`src/rtl/core_pkg.sv`:
```
// Shared constants and fetch FSM encoding for the RV32I core front end.
package core_pkg;

  localparam int          XLEN      = 32;
  localparam logic [31:0] RESET_PC  = 32'h0000_0000;
  localparam logic [31:0] NOP_INSTR = 32'h0000_0013;

  typedef enum logic [1:0] {
    IDLE  = 2'd0,
    FETCH = 2'd1,
    DRAIN = 2'd2
  } fetch_state_t;

endpackage

```
`src/rtl/if_id_reg.sv`:
```
// IF/ID pipeline register: flush inserts a bubble, stall holds, otherwise load
// the accepted word or a bubble when nothing was accepted this cycle.
module if_id_reg #(
  parameter int               XLEN      = core_pkg::XLEN,
  parameter logic [31:0]      NOP_INSTR = core_pkg::NOP_INSTR
) (
  input  logic              clk,
  input  logic              rst,
  input  logic              i_flush,
  input  logic              i_stall,
  input  logic              i_load,
  input  logic [31:0]       i_instr,
  input  logic [XLEN-1:0]   i_pc,
  output logic [31:0]       o_instr,
  output logic [XLEN-1:0]   o_pc,
  output logic [XLEN-1:0]   o_pcPlus4,
  output logic              o_valid
);
  import core_pkg::*;

  logic [31:0]     r_instr;
  logic [XLEN-1:0] r_pc;
  logic [XLEN-1:0] r_pcPlus4;
  logic            r_valid;

  // Bubbles keep the last PC pair so downstream PC-relative logic sees stable values.
  always_ff @(posedge clk or posedge rst) begin
    if (rst) begin
      r_instr   <= NOP_INSTR;
      r_pc      <= '0;
      r_pcPlus4 <= XLEN'(4);
      r_valid   <= 1'b0;
    end else if (i_flush) begin
      r_instr <= NOP_INSTR;
      r_valid <= 1'b0;
    end else if (!i_stall) begin
      if (i_load) begin
        r_instr   <= i_instr;
        r_pc      <= i_pc;
        r_pcPlus4 <= i_pc + XLEN'(4);
        r_valid   <= 1'b1;
      end else begin
        r_instr <= NOP_INSTR;
        r_valid <= 1'b0;
      end
    end
  end

  assign o_instr   = r_instr;
  assign o_pc      = r_pc;
  assign o_pcPlus4 = r_pcPlus4;
  assign o_valid   = r_valid;

endmodule

```
`src/rtl/fetch_stage.sv`:
```
// IF stage: owns PC_F, drives the wait-stated instruction memory and feeds the
// IF/ID register; a redirect during an in-flight access drains it first.
module fetch_stage #(
  parameter int               XLEN      = core_pkg::XLEN,
  parameter logic [XLEN-1:0]  RESET_PC  = core_pkg::RESET_PC,
  parameter logic [31:0]      NOP_INSTR = core_pkg::NOP_INSTR
) (
  input  logic              clk,
  input  logic              rst,
  input  logic              stall_F,
  input  logic              stall_D,
  input  logic              flush_D,
  input  logic              jump,
  input  logic [XLEN-1:0]   pc_target_E,
  output logic              imem_req,
  output logic [XLEN-1:0]   imem_addr,
  input  logic [31:0]       imem_rdata,
  input  logic              imem_ready,
  output logic [31:0]       instr_D,
  output logic [XLEN-1:0]   pc_D,
  output logic [XLEN-1:0]   pc_plus4_D,
  output logic              valid_D
);
  import core_pkg::*;

  fetch_state_t    r_state;
  logic [XLEN-1:0] r_pcF;
  logic [XLEN-1:0] r_tgtQ;
  logic            r_imemReq;
  logic [XLEN-1:0] w_target;
  logic            w_accept;

  assign w_target = {pc_target_E[XLEN-1:2], 2'b00};
  assign w_accept = (r_state == FETCH) && imem_ready && !jump && !stall_F;

  // The address stays on PC_F while draining so the memory sees a stable request.
  always_ff @(posedge clk or posedge rst) begin
    if (rst) begin
      r_state   <= IDLE;
      r_pcF     <= RESET_PC;
      r_tgtQ    <= '0;
      r_imemReq <= 1'b0;
    end else begin
      case (r_state)
        IDLE: begin
          r_state   <= FETCH;
          r_imemReq <= 1'b1;
        end
        FETCH: begin
          if (jump && imem_ready) begin
            r_pcF <= w_target;
          end else if (jump) begin
            r_tgtQ  <= w_target;
            r_state <= DRAIN;
          end else if (imem_ready && !stall_F) begin
            r_pcF <= r_pcF + XLEN'(4);
          end
        end
        DRAIN: begin
          if (jump) begin
            r_tgtQ <= w_target;
          end
          if (imem_ready) begin
            r_pcF   <= jump ? w_target : r_tgtQ;
            r_state <= FETCH;
          end
        end
        default: begin
          r_state   <= IDLE;
          r_imemReq <= 1'b0;
        end
      endcase
    end
  end

  assign imem_req  = r_imemReq;
  assign imem_addr = r_pcF;

  if_id_reg #(
    .XLEN      (XLEN),
    .NOP_INSTR (NOP_INSTR)
  ) u_ifId (
    .clk       (clk),
    .rst       (rst),
    .i_flush   (flush_D),
    .i_stall   (stall_D),
    .i_load    (w_accept),
    .i_instr   (imem_rdata),
    .i_pc      (r_pcF),
    .o_instr   (instr_D),
    .o_pc      (pc_D),
    .o_pcPlus4 (pc_plus4_D),
    .o_valid   (valid_D)
  );

endmodule

```
`config.mk`:
```
export PLATFORM = sky130hd
export DESIGN_NAME = fetch_stage
export DESIGN_NICKNAME = d
export VERILOG_FILES = /design/src/rtl/core_pkg.sv /design/src/rtl/if_id_reg.sv /design/src/rtl/fetch_stage.sv
export SDC_FILE = /design/constraint.sdc
export NUM_CORES = 1
export LEC_CHECK = 0
export CAP_MARGIN = 25
export CORE_MARGIN = 2
export CORE_UTILIZATION = 53
export CTS_CLUSTER_SIZE = 30
export DETAILED_ROUTE_END_ITERATION = 7
export PLACE_DENSITY_LB_ADDON = 0.15
export SLEW_MARGIN = 40
export SYNTH_ARGS = -nofsm -noshare
export SYNTH_HDL_FRONTEND = slang
export SYNTH_SLANG_ARGS = --single-unit
export TNS_END_PERCENT = 5
```
`constraint.sdc`:
```
create_clock -name clk -period 18.36 [get_ports clk]
set_input_delay 4.59 -clock clk [delete_from_list [all_inputs] [get_ports clk]]
set_output_delay 4.59 -clock clk [all_outputs]
set_load 0.005 [all_outputs]
```
==> impl_metrics.tcl <==
set metrics [dict create \
    gp_congestion 0.849 \
    timing.final.max_slew_violations 0 \
    ctsResizeCount 0 \
    initial_core_util 0.542 \
    area_growth_syn_to_layout_pct 35.7 \
    finalClockSkew_ps 6.21 \
    clock_transition_at_the_registers_of_the_reported_paths_ps 60 \
    asyncSetResetFlopFracSynth 1.00 \
    power_frac_comb 0.392 \
    starting_drt_drc_count 527 \
    crit_chain "clkdlybuf4s50_1 > nand2_1 > nand2b_2 > or4_1 > o211ai_1" \
    fin_crit_ps 6770 \
    internal_power_mw 1.04 \
    power.density_mw_per_mm2 155 \
    r2r_setup_slack_ps 15730 \
    initial_antenna_violation_count 0 \
    fill_cells 986 \
    timing.final.crit_share 0.369 \
    synth_cells 729 \
    drc 0 \
    tritoncts.num_buffers 17 \
    hold_depth 2 \
    synthMostInstantiatedCell "sky130_fd_sc_hd__dfrtp_1" \
    maxCapViolations 0 \
    clock_latency_at_the_later_pin_of_the_worst_skew_pair_ps 420 \
    hold_path.startpoint "u_ifId.o_pc[15]" \
    setup-violations-final 0 \
    clock_power_share 0.221 \
    num_io_pins 201 \
    r2r_start "imem_addr[2]" \
    cellLeakagePower_nw 4.38 \
    fp-row-count 43 \
    global_route.peak_usage_layer "met2" \
    yosysTopAreaCellShare 0.525 \
    antennaDiodeCount 0 \
    vdd_ir_drop_max_v 0.000138 \
    report.power.total_mw 1.58 \
    grtUsageMet3 0.0683 \
    detailed_place_hpwl_mm 14.1 \
    timing.hold.worst.class "reg -> reg" \
    p_sw_frac 0.346 \
    grt_start_max_net_pins 100 \
    dr.pass1.iters 5 \
    synth.ff_latch_count 162 \
    total_overflow_reported_by_the_global_router 0 \
    dr_total_vias 6393 \
    totalNegativeSetupSlack_ps 0 \
    critical_path.top_delay_family "simple AND/OR/NAND/NOR gates" \
    worstPathMaxFanout 25 \
    final_hold_viol_count 0 \
    dp_worst_setup_slack_ps 11200 \
    fmax_mhz 148 \
    synth_area_leaders "sky130_fd_sc_hd__dfrtp_1 53%, sky130_fd_sc_hd__mux2_2 7.6%, sky130_fd_sc_hd__nand2_1 7.0%" \
    synth_top_cell_by_area "sky130_fd_sc_hd__dfrtp_1" \
    r2r-end "imem_addr[30]" \
    cts_tree "done" \
    synth_edf_count 0 \
    timing.critical_path.arrival_ps 7110 \
    grt_first_pass_wirelength_mm 31.9 \
    setup.worst_path.end_class "register" \
    syn_avg_cell_area_um2 10.3 \
    die_h_um 123 \
    buffer_and_inverter_count_on_the_worst_path 1 \
    worst-setup-path-type "in -> reg" \
    sequentialPowerShare 0.388 \
    grt_pass1_vias 6008 \
    layout.cells.non_filler 1091 \
    timing.critical_path.from_type "input port" \
    r2r.worst_path.cells 6 \
    groute.usage.overall 0.277 \
    clockBufferDepth 2 \
    distinct_cell_type_count_after_synthesis 52 \
    wl_mm 20.8 \
    yosys_warnings 0 \
    clockRootBuffer "sky130_fd_sc_hd__clkbuf_16" \
    die_area_mm2 0.0152 \
    final.setup.worst_slack_ps 11590 \
    outcome "complete, no violations" \
    ctsHtreeMaxLevel 4 \
    avgViaCountPerCell 5.86 \
    ctsHoldBuffers 0 \
    hold_end "u_ifId.o_pc[15]" \
    worst-endpoint-required_ps 18700 \
    placement.io_buffers 198 \
    dieWidth_um 123 \
    synth_flop_cell "sky130_fd_sc_hd__dfrtp_1" \
    setup_repair_after_global_routing_missed_its_margin "false" \
    post_route_cells_drive_above_1_share 0.113 \
    worst_slew_margin_rel 0.441 \
    p_switching_uw 549 \
    area_of_the_mapped_netlist_mm2 0.00753 \
    yosys-top-cells-count "158 x sky130_fd_sc_hd__dfrtp_1, 141 x sky130_fd_sc_hd__nand2_1, 56 x sky130_fd_sc_hd__o21ai_0, 51 x sky130_fd_sc_hd__mux2_2, 43 x sky130_fd_sc_hd__clkbuf_1" \
    synthesis.nets 804 \
    finish.net_count 973 \
    globalRouteMet2Util 0.429 \
    slowest_stage "sky130_fd_sc_hd__nand2_1" \
    worst-slew-pin-transition_ps 838 \
    grt_util_met1 0.381 \
    share_of_synthesized_area_occupied_by_flip_flops_and_latches 0.539 \
    core_region_area_mm2 0.0139 \
    wire_per_inst_um 19.1 \
    ant_nets 0 \
    clock_sink_count 162 \
    worst_path_largest_cell_delay_ps 630 \
    cts_setup_buffers 0 \
    numPlacedInstances 1059 \
]
==> flip-flops by register name, summed over array words and instances, names as in the netlist <==
register          flops
r_state               2
u_ifId.o_instr       32
r_tgtQ               32
imem_req              1
u_ifId.o_pcPlus4     32
imem_addr            32
u_ifId.o_pc          30
u_ifId.o_valid        1
==> area by class of cell <==
| class | instances | area [um2] | area share |
|---|---|---|---|
| Multi-Input combinational cell | 502 | 3260 | 0.319 |
| Clock buffer | 27 | 503 | 0.0492 |
| Tap cell | 180 | 225 | 0.0220 |
| Inverter | 10 | 45.0 | 0.00441 |
| Sequential cell | 162 | 4060 | 0.397 |
| Clock inverter | 5 | 77.6 | 0.00759 |
| Timing Repair Buffer | 205 | 2060 | 0.201 |
==> per-stage QoR <==
step	hold slack (ps)	utilization	instance area, um2
after CTS	477	0.736	10200
after floorplan	465	-	7530
after global routing	500	0.736	10200
after global placement	459	0.691	9590
final	474	0.736	10200
after detailed placement	463	0.694	9630
==> layout by cell type, fill, tap and decap left out, drive strengths merged, types with 3 or more instances in the layout <==
master         instances
o22ai                  6
o31a                   8
o21ai                 58
clkdlybuf4s50        197
mux2i                 10
o21a                   3
a22o                  36
and2                   3
mux2                  51
dfrtp                158
clkbuf                27
nand3                 16
nor4                   5
xor2                   9
a21oi                 29
and4                   3
o22a                   5
ha                     4
nor3                   8
inv                   10
nor2b                  6
xnor2                 16
nand2b                 5
buf                    8
nand2                142
and3                  12
o2bb2ai                4
dfstp                  4
o221ai                 5
o211ai                 5
nor2                  20
a31oi                  4
nand4                  5
a22oi                  9
==> power groups by stage <==
stage	Sequential, mW	Clock, mW	Combinational [mW]
after global placement	0.603	0	0.592
after global routing	0.629	0.370	0.677
after floorplan	0.581	0	0.326
final	0.614	0.350	0.621
after detailed placement	0.615	0	0.615
after CTS	0.610	0.354	0.622
==> routing by layer <==
metal | routed length (um) | part of all wire | vias up
met4 | 367 | 0.018 | 0
met2 | 9570 | 0.46 | 276
li1 | - | - | 2922
met3 | 1730 | 0.083 | 37
met5 | 0 | 0 | -
met1 | 9140 | 0.44 | 3158
==> worst max-delay path by stage <==
stage          startpoint             to  slack (ps)  depth (start not counted)
3_3_place_gp         jump  imem_addr[12]       10910                          6
3_5_place_dp         jump  imem_addr[12]       11200                          6
6_report       imem_ready  imem_addr[31]       11590                          5
4_1_cts              jump  imem_addr[12]       11570                          6
5_1_grt        imem_ready  imem_addr[31]       11470                          5
2_1_floorplan         rst   imem_addr[0]        9400                          1
==> cells by family after synthesis <==
family,count (synthesis),synth area share
and+or+nand+nor,232,0.141
AOI/OAI and AO/OA,180,0.160
DFF,162,0.539
buffers and inverters,65,0.0344
muxes,61,0.0896
xor gates and xnor gates,25,0.0291
adders and majority gates,4,0.00665
==> worst min-delay path, stage by stage (launching register included) <==
cell,delay [ps]
sky130_fd_sc_hd__dfrtp_1,340
sky130_fd_sc_hd__nand2_1,50
sky130_fd_sc_hd__nand2_1,50
No activity file was read; power rests on OpenSTA's default activity.
